--- config.mk ---
export PLATFORM = sky130hd
export DESIGN_NAME = fp_add_seq
export DESIGN_NICKNAME = d
export VERILOG_FILES = /design/src/rtl/fp_add_seq.sv
export SDC_FILE = /design/constraint.sdc
export NUM_CORES = 1
export LEC_CHECK = 0
export BUFFER_PORTS_ARGS = -buffer_cell sky130_fd_sc_hd__buf_2
export CAP_MARGIN = 20
export CORE_ASPECT_RATIO = 1.75
export CORE_UTILIZATION = 60
export CTS_BUF_LIST = sky130_fd_sc_hd__clkbuf_4 sky130_fd_sc_hd__clkbuf_8
export CTS_CLUSTER_DIAMETER = 50
export CTS_CLUSTER_SIZE = 14
export DETAILED_ROUTE_END_ITERATION = 10
export PLACE_DENSITY = 0.8
export SYNTH_ARGS = -nofsm -noshare
export SYNTH_HDL_FRONTEND = slang
export SYNTH_SLANG_ARGS = --single-unit
--- constraint.sdc ---
create_clock -name clk -period 7.2 [get_ports clk]
set_clock_uncertainty 0.05 [all_clocks]
set_input_delay 1.44 -clock clk [delete_from_list [all_inputs] [get_ports clk]]
set_output_delay 1.44 -clock clk [all_outputs]
set_load 0.05 [all_outputs]
--- src/rtl/fp_add_seq.sv ---
// Multi-cycle floating-point adder (truncating, denormals flushed) with valid/ready on both sides.
// Optional macro FP_ADD_SUB_EN adds the sub port; sub=1 computes a-b.
module fp_add_seq #(
    parameter int EXP_W = 8,
    parameter int MAN_W = 23
) (
    input  logic                   clk,
    input  logic                   rst,
    input  logic                   in_valid,
    output logic                   in_ready,
    input  logic [EXP_W+MAN_W:0]   a,
    input  logic [EXP_W+MAN_W:0]   b,
`ifdef FP_ADD_SUB_EN
    input  logic                   sub,
`endif
    output logic                   out_valid,
    input  logic                   out_ready,
    output logic [EXP_W+MAN_W:0]   out,
    output logic                   busy
);

    // state | meaning
    // IDLE  | waiting for operands, in_ready high
    // ALIGN | unpack, classify specials, swap, align smaller mantissa
    // ADD   | add or subtract aligned mantissas
    // NORM  | carry shift or leading-zero normalise
    // PACK  | truncate, range check, assemble result
    // DONE  | result presented until out_ready
    localparam int W  = 1 + EXP_W + MAN_W;
    localparam int MW = MAN_W + 4;
    localparam int EW = EXP_W + 2;
    localparam int LW = $clog2(MW + 1);
    localparam logic [W-1:0] QNAN = {1'b0, {EXP_W{1'b1}}, 1'b1, {(MAN_W-1){1'b0}}};

    typedef enum logic [2:0] {S_IDLE, S_ALIGN, S_ADD, S_NORM, S_PACK, S_DONE} state_t;

    state_t          r_state, w_state_nxt;
    logic [W-1:0]    r_a, r_b, r_out, r_spec_val;
    logic            r_special, r_sign, r_eff_sub, r_nzero;
    logic [MW-1:0]   r_ml, r_ms, r_nman;
    logic [MW:0]     r_sum;
    logic [EW-1:0]   r_exp, r_nexp;

    logic [W-1:0]    w_b_in, w_l, w_s, w_spec_val, w_packed;
    logic [EXP_W-1:0] w_ea, w_eb, w_shamt;
    logic            w_a_nan, w_b_nan, w_a_inf, w_b_inf, w_a_zero, w_b_zero;
    logic            w_swap, w_l_zero, w_s_zero, w_special, w_sticky;
    logic [W-2:0]    w_mag_a, w_mag_b;
    logic [MW-1:0]   w_ml, w_ms, w_ms_al, w_nshift;
    logic [LW-1:0]   w_lzc;
    logic            w_unused;

`ifdef FP_ADD_SUB_EN
    assign w_b_in = {b[W-1] ^ sub, b[W-2:0]};
`else
    assign w_b_in = b;
`endif

    // Operand classification; exp==0 operands count as zero regardless of fraction.
    assign w_ea     = r_a[W-2:MAN_W];
    assign w_eb     = r_b[W-2:MAN_W];
    assign w_a_nan  = (&w_ea) && (|r_a[MAN_W-1:0]);
    assign w_b_nan  = (&w_eb) && (|r_b[MAN_W-1:0]);
    assign w_a_inf  = (&w_ea) && !(|r_a[MAN_W-1:0]);
    assign w_b_inf  = (&w_eb) && !(|r_b[MAN_W-1:0]);
    assign w_a_zero = (w_ea == '0);
    assign w_b_zero = (w_eb == '0);
    assign w_mag_a  = w_a_zero ? '0 : r_a[W-2:0];
    assign w_mag_b  = w_b_zero ? '0 : r_b[W-2:0];
    assign w_swap   = (w_mag_b > w_mag_a);
    assign w_l      = w_swap ? r_b : r_a;
    assign w_s      = w_swap ? r_a : r_b;
    assign w_l_zero = w_swap ? w_b_zero : w_a_zero;
    assign w_s_zero = w_swap ? w_a_zero : w_b_zero;
    assign w_ml     = w_l_zero ? '0 : {1'b1, w_l[MAN_W-1:0], 3'b000};
    assign w_ms     = w_s_zero ? '0 : {1'b1, w_s[MAN_W-1:0], 3'b000};
    assign w_shamt  = w_l[W-2:MAN_W] - w_s[W-2:MAN_W];

    always_comb begin
        w_special  = 1'b0;
        w_spec_val = '0;
        if (w_a_nan || w_b_nan) begin
            w_special  = 1'b1;
            w_spec_val = QNAN;
        end else if (w_a_inf && w_b_inf) begin
            w_special  = 1'b1;
            w_spec_val = (r_a[W-1] == r_b[W-1]) ? r_a : QNAN;
        end else if (w_a_inf) begin
            w_special  = 1'b1;
            w_spec_val = r_a;
        end else if (w_b_inf) begin
            w_special  = 1'b1;
            w_spec_val = r_b;
        end else if (w_a_zero && w_b_zero) begin
            w_special  = 1'b1;
            w_spec_val = {r_a[W-1] & r_b[W-1], {(W-1){1'b0}}};
        end
    end

    // Alignment shifter; bits shifted out collapse into the sticky position.
    always_comb begin
        w_ms_al  = '0;
        w_sticky = 1'b0;
        if (32'(w_shamt) >= 32'(MW - 1)) begin
            w_ms_al = {{(MW-1){1'b0}}, |w_ms};
        end else begin
            w_ms_al = w_ms >> w_shamt;
            for (int i = 0; i < MW; i++) begin
                if (($unsigned(i) < 32'(w_shamt)) && w_ms[i])
                    w_sticky = 1'b1;
            end
            w_ms_al[0] = w_ms_al[0] | w_sticky;
        end
    end

    always_comb begin
        w_lzc = LW'(MW);
        for (int i = 0; i < MW; i++) begin
            if (r_sum[i])
                w_lzc = LW'(MW - 1 - i);
        end
    end

    assign w_nshift = r_sum[MW-1:0] << w_lzc;

    always_comb begin
        w_packed = '0;
        if (r_special)
            w_packed = r_spec_val;
        else if (r_nzero)
            w_packed = '0;
        else if (r_nexp[EW-1] || (r_nexp == '0))
            w_packed = {r_sign, {(W-1){1'b0}}};
        else if (r_nexp[EW-2:0] >= {1'b0, {EXP_W{1'b1}}})
            w_packed = {r_sign, {EXP_W{1'b1}}, {MAN_W{1'b0}}};
        else
            w_packed = {r_sign, r_nexp[EXP_W-1:0], r_nman[MW-2:3]};
    end

    // Hidden bit and guard/round/sticky are dropped by truncation.
    assign w_unused = ^{r_nman[MW-1], r_nman[2:0]};

    always_ff @(posedge clk) begin
        if (rst)
            r_state <= S_IDLE;
        else
            r_state <= w_state_nxt;
    end

    always_comb begin
        w_state_nxt = r_state;
        case (r_state)
            S_IDLE:  if (in_valid) w_state_nxt = S_ALIGN;
            S_ALIGN: w_state_nxt = S_ADD;
            S_ADD:   w_state_nxt = S_NORM;
            S_NORM:  w_state_nxt = S_PACK;
            S_PACK:  w_state_nxt = S_DONE;
            S_DONE:  if (out_ready) w_state_nxt = S_IDLE;
            default: w_state_nxt = S_IDLE;
        endcase
    end

    always_comb begin
        in_ready  = (r_state == S_IDLE);
        busy      = (r_state != S_IDLE);
        out_valid = (r_state == S_DONE);
    end

    assign out = r_out;

    always_ff @(posedge clk) begin
        if (rst) begin
            r_a        <= '0;
            r_b        <= '0;
            r_out      <= '0;
            r_spec_val <= '0;
            r_special  <= 1'b0;
            r_sign     <= 1'b0;
            r_eff_sub  <= 1'b0;
            r_nzero    <= 1'b0;
            r_ml       <= '0;
            r_ms       <= '0;
            r_nman     <= '0;
            r_sum      <= '0;
            r_exp      <= '0;
            r_nexp     <= '0;
        end else begin
            case (r_state)
                S_IDLE: begin
                    if (in_valid) begin
                        r_a <= a;
                        r_b <= w_b_in;
                    end
                end
                S_ALIGN: begin
                    r_special  <= w_special;
                    r_spec_val <= w_spec_val;
                    r_sign     <= w_l[W-1];
                    r_eff_sub  <= w_l[W-1] ^ w_s[W-1];
                    r_exp      <= EW'(w_l[W-2:MAN_W]);
                    r_ml       <= w_ml;
                    r_ms       <= w_ms_al;
                end
                S_ADD: begin
                    r_sum <= r_eff_sub ? ({1'b0, r_ml} - {1'b0, r_ms})
                                       : ({1'b0, r_ml} + {1'b0, r_ms});
                end
                S_NORM: begin
                    r_nzero <= (r_sum == '0);
                    if (r_sum[MW]) begin
                        r_nman <= r_sum[MW:1];
                        r_nexp <= r_exp + EW'(1);
                    end else begin
                        r_nman <= w_nshift;
                        r_nexp <= r_exp - EW'(w_lzc);
                    end
                end
                S_PACK: r_out <= w_packed;
                default: ;
            endcase
        end
    end

endmodule

Word-level counts from Yosys, hierarchy flattened
Index checks and enable logic that the tools add are counted.
{"block": "op_classes", "add_sub_neg": 5, "n_lt_le_gt_ge": 30, "n_eq_ne": 8, "shift": 2, "n_mux": 85, "bitwise": 3, "n_reduce_logical": 50}
{"operator": "32-bit two-way mux", "count": 10}
{"operator": "5-bit two-way mux", "count": 26}
{"operator": "31-bit two-way mux", "count": 4}
{"operator": "5-bit by 8-bit < comparator with 1-bit output (first input constant)", "count": 11}
{"operator": "27-bit two-way mux", "count": 3}
{"operator": "4-bit by 8-bit < comparator with 1-bit output (first input constant)", "count": 8}
{"operator": "23-bit OR reduction", "count": 2}
{"operator": "1-bit two-way mux", "count": 36}
{"operator": "1-bit logical AND", "count": 33}
{"operator": "3-bit by 8-bit < comparator with 1-bit output (first input constant)", "count": 4}
{"operator": "31-bit greater-than comparator", "count": 1}
{"operator": "27-bit by 27-bit adder with 28-bit output", "count": 1}
{"operator": "28-bit zero test", "count": 1}
{"operator": "28-bit two-way mux", "count": 1}
{"operator": "27-bit by 27-bit subtractor with 28-bit output", "count": 1}
{"operator": "27-bit OR reduction", "count": 1}
{"operator": "27-bit by 5-bit << shifter with 26-bit output", "count": 1}
{"operator": "27-bit by 8-bit >> shifter with 27-bit output", "count": 1}
{"operator": "26-bit two-way mux", "count": 1}
{"operator": "3-bit case mux with 6 select lines", "count": 1}
{"operator": "8-bit zero test", "count": 2}
{"operator": "1-bit by 8-bit < comparator with 1-bit output (first input constant)", "count": 2}
{"operator": "2-bit by 8-bit < comparator with 1-bit output (first input constant)", "count": 2}
{"operator": "8-bit AND reduction", "count": 2}
{"operator": "other kinds (22)", "count": 28}
{"block": "word_totals", "ff_bits": 261, "input_bits": 68, "out_inout_bits": 35}

Depth between registers and ports, before layout
{"block": "depth", "depth_word": 37, "mapped_depth": 24, "ltp_nobuf": 21}

Least setup slack after synthesis
No wires, ideal clock.
{"block": "synth_timing", "path_kind": "register to register", "start": "reg r_a[25]", "end": "reg r_ms[0]", "setup_ns": 0.122, "arrival_time_ns": 5.047, "t_required_ns": 7.028, "slack_ns": 1.981, "path_stages_with_launch": 24, "period_less_slack_ns": 5.219, "path_cell_list": "dfxtp_1 buf_1 nor4_1 nand2_1 clkbuf_1 clkbuf_1 buf_1 nand2_1 ha_1 nand4_1 nor3_1 o31ai_1 and4_1 buf_2 nor2_1 nor2_1 or4_1 clkbuf_1 mux2i_1 or3_4 or3_1 a221o_1 nor4_2 o21ai_1"}
{"block": "synth_via", "elab_chain_cells": 37, "word_cells_on_any_way": 95, "cone_classes": "add/sub (1); order compare (29); shift (1); mux (34); bitwise (1); reduce/logical (29)"}
{"element": "start, declared", "line_no": "38", "text": "logic [W-1:0] r_a, r_b, r_out, r_spec_val;"}
{"element": "start signal, assigned", "line_no": "173", "text": "r_a <= '0;"}
{"element": "start signal, assigned", "line_no": "191", "text": "r_a <= a;"}
{"element": "8-bit zero test", "line_no": "66", "text": "assign w_a_zero = (w_ea == '0);"}
{"element": "31-bit two-way mux", "line_no": "68", "text": "assign w_mag_a = w_a_zero ? '0 : r_a[W-2:0];"}
{"element": "31-bit greater-than comparator", "line_no": "70", "text": "assign w_swap = (w_mag_b > w_mag_a);"}
{"element": "32-bit two-way mux, on equally long branches", "line_no": "71, 72"}
{"element": "8-bit subtractor", "line_no": "77", "text": "assign w_shamt = w_l[W-2:MAN_W] - w_s[W-2:MAN_W];"}
{"element": "1-bit by 8-bit < comparator with 1-bit output", "line_no": "109", "text": "if (($unsigned(i) < 32'(w_shamt)) && w_ms[i])"}
{"element": "1-bit logical AND", "line_no": "109"}
{"element": "1-bit two-way mux (27 in a row)", "line_no": "109"}
{"element": "1-bit two-way mux", "line_no": "104", "text": "if (32'(w_shamt) >= 32'(MW - 1)) begin"}
{"element": "1-bit bitwise OR", "line_no": "112", "text": "w_ms_al[0] = w_ms_al[0] | w_sticky;"}
{"element": "27-bit two-way mux *", "line_no": "104"}
{"element": "end signal, assigned", "line_no": "202", "text": "r_ms <= w_ms_al;"}
{"element": "end, declared", "line_no": "40", "text": "logic [MW-1:0] r_ml, r_ms, r_nman;"}
Every way passes the cells marked *; elsewhere a longest branch is shown, timed or not. The select of a mux whose other input is x is not followed.
A chain may end at the register's enable or synchronous reset.

Final worst setup path
{"block": "layout_timing", "start": "reg r_a[28]", "end": "reg r_ms[1]"}
{"block": "layout_via", "elab_chain_cells": 7, "word_cells_on_any_way": 11, "cone_classes": "add/sub (1); order compare (2); shift (1); mux (6); reduce/logical (1)"}
{"element": "8-bit zero test", "line_no": "66"}
{"element": "31-bit two-way mux", "line_no": "68"}
{"element": "31-bit greater-than comparator", "line_no": "70"}
{"element": "32-bit two-way mux, or another cell as far along", "line_no": "71", "text": "assign w_l = w_swap ? r_b : r_a;"}
{"element": "8-bit subtractor or 27-bit two-way mux (tied branches)", "line_no": "77, 76"}
{"element": "27-bit by 8-bit >> shifter with 27-bit output or 8-bit by 5-bit >= comparator with 1-bit output (tied branches)", "line_no": "107, 104"}
{"element": "27-bit two-way mux *", "line_no": "104"}
Every way passes the cells marked *; elsewhere a longest branch is shown, timed or not.

==> impl_metrics.yaml <==
critical_path:
  crit_type: "reg2reg"
  worstReg2RegStart: "r_a[28]"
  crit_path_start_kind: "register"
  cp_max_fo: 20
  crit_required_ps: 7690
  arrival_ps: 6900
  startpoint: "r_a[28]"
  critPathCaptureType: "register"
  rr_worst_depth: 18
cts:
  cts_resized: 0
  cts.sinks: 255
  cts-buffers-inserted: 24
  cts_tree: "done"
  clk_pin_slew_worst_paths_ps: 90
  cts_setup_buffers: 0
  cts_root_buf: "clkbuf_8"
  cts_hold_buffers: 0
  clkLatencyLatePin_ps: 620
  cts_buffer_depth: 3
  htree_num_levels: 1
pwr:
  peakVddDrop_mv: 0.439
  total_power_mw: 7.37
  power_leakage_nw: 7.07
  pwr_density_cell_nw_per_um2: 406
floorplanning:
  fp.dieH_um: 225
  ios: 103
  die_area_sq_um: 29200
  rows: 81
  fp.coreArea_sq_um: 28000
  initial_core_util: 0.610
  die_width_um: 129
sta:
  drv_slew: 0
  finalHoldViolCount: 0
  setup_viol: 0
  fin_crit_ps: 6410
  max_freq_mhz: 156
  relSlewSlack: 0.280
  period_share: 0.891
  tns_ps: 0
  worstMarginPinSlew_ps: 1080
  rsz0062_at_grt: "no"
yosys:
  synth_cells: 2377
  synth.distinct_cells: 85
  syn_nets: 2510
  ys_warn_count: 0
  synth_seq_cells: 255
  synth_top_flop_cell: "dfxtp_1"
  avgSynthCellArea_sq_um: 7.18
  synth_edf_count: 0
  syn_area_sq_um: 17100
  yosysSeqAreaShare: 0.299
  synthArstFlopShare: 0
layout:
  area_growth_pct: 6.41
  fin_nets: 2492
  final_common_cell: "nand2_1"
  fill_cells: 2592
  seqCellArea_sq_um: 5100
  final_area_sq_um: 18200
  multiInputGateArea_sq_um: 11100
  mostFrequentLayoutCells: "443 x nand2_1, 255 x dfxtp_1, 247 x nor2_1"
  drive_gt1_frac: 0.0981
worst_hold_path:
  hold_depth: 2
  hold_path_class: "reg2reg"
  hold_start: "r_nman[22]"
placement:
  dp_hpwl_um: 43800
  dpl-instance-area_sq_um: 17700
  gp_congestion: 1.05
  portBuffers: 102
routing:
  viasPerCell: 6.53
  dr.pass1.iters: 8
  post_drt_wl_per_cell_um: 21.8
  dr_wl_met2_um: 29000
  ant_nets: 0
  num_vias: 17900
  drtIter0Drc: 1444
  wl_met3_um: 4270
  wl_met1_um: 20500
  dr.max_layer_used: "met5"
  drt_drc_violations_left: 0
  wl_um: 59800
grt:
  grt_overflow: 0
  grtUsageTotal: 0.414
  grt_pass1_vias: 16900
  grt_pass1_wl_um: 93000
  grt_max_degree: 101
  antenna_found_initial: 5
run:
  max_cap_viol_count: 0
status:
  status: "complete, no violations"
## worst max-delay path, cell delays in order, from the launching register on
cell     delay [ps]
dfxtp_1         400
nor4_1          480
nand2_1         620
buf_4           400
nand2_1         100
ha_1            260
a21oi_1         160
a21oi_1          90
o31ai_1         510
nand4_1         330
nand2_2         390
nor4_1           90
or4_1           670
mux2i_1         260
or3_1           490
or3_1           550
a31oi_1         230
a32oi_1         110
o21ai_0         120
## cells in the mapped netlist, drive strengths merged, types with 5 or more instances
| cell type | n | share of area |
|---|---|---|
| o211a | 5 | 0.0029 |
| and2 | 36 | 0.013 |
| o211ai | 19 | 0.0084 |
| and3 | 32 | 0.012 |
| o21a | 5 | 0.0026 |
| xnor2 | 51 | 0.027 |
| a311oi | 13 | 0.0067 |
| a221oi | 14 | 0.0072 |
| inv | 46 | 0.010 |
| a22oi | 54 | 0.024 |
| o21ai | 128 | 0.038 |
| a32oi | 12 | 0.0062 |
| a31oi | 33 | 0.012 |
| nand2 | 446 | 0.098 |
| a21o | 20 | 0.0088 |
| o311ai | 5 | 0.0026 |
| mux2i | 88 | 0.052 |
| ha | 64 | 0.047 |
| nor2b | 12 | 0.0044 |
| or2 | 6 | 0.0022 |
| clkbuf | 172 | 0.038 |
| mux4 | 5 | 0.0066 |
| nor3 | 67 | 0.020 |
| o31ai | 12 | 0.0053 |
| nor4 | 35 | 0.014 |
| a211oi | 50 | 0.022 |
| o22ai | 13 | 0.0048 |
| nor2 | 249 | 0.055 |
| dfxtp | 255 | 0.30 |
| xor2 | 21 | 0.011 |
| mux2 | 9 | 0.0062 |
| buf | 21 | 0.0059 |
| nand3 | 54 | 0.016 |
| o21bai | 6 | 0.0026 |
| o221ai | 7 | 0.0036 |
| nand4 | 25 | 0.0092 |
| a21oi | 217 | 0.065 |
| or3 | 16 | 0.0062 |
| nand2b | 9 | 0.0033 |
## logic make-up after synthesis
kind of cell | synth area share
simple gates | 0.259
compound gates | 0.236
flops | 0.299
buf+inv | 0.0540
mux | 0.0644
xor+xnor | 0.0374
fa+ha+maj | 0.0498
## routing by layer
metal | up-vias | global-route usage
li1 | 8397 | -
met1 | 8359 | 0.416
met2 | 802 | 0.706
met3 | 325 | 0.102
met4 | 4 | 0.358
met5 | - | 0
## cell type report
type / instances / area share
diodes: 2 / 0.000276
inverters: 46 / 0.00951
multi-input cells: 1883 / 0.612
repair buffers: 149 / 0.0491
well taps: 373 / 0.0257
clock inverters: 6 / 0.00331
flip-flops and latches: 255 / 0.281
clock buffers: 27 / 0.0194
## flip-flops by register name (all words and copies together) (netlist names), 3 cells and up
name        flops
r_sum          28
r_b            32
r_nexp         10
r_ml           24
r_exp           8
r_ms           27
r_a            32
r_state         3
r_spec_val     32
out            32
r_nman         23
## report_power, final
part           internal (mW)  switching (mW)
clock network          0.331           0.516
logic                   1.68            3.10
registers               1.52           0.221
## worst paths after layout
check / end / slack, ps
setup / recovery: r_ms[1] / 790
hold / removal: r_nman[22] / 410
setup reg to reg: r_ms[1] / 790
hold reg to reg: r_nman[22] / 410
## per-stage QoR
step / util / hold WS [ps] / instances / setup slack [ps]
detailed placement: 0.633 / 400 / 2704 / 1100
CTS: 0.648 / 412 / 2737 / 1060
global placement: 0.633 / 397 / 2704 / 1310
floorplan: - / 382 / 2377 / 1980
global route: 0.649 / 439 / 2740 / 607
finish: 0.649 / 411 / 2741 / 788
Power figures use the tool's default switching activity.
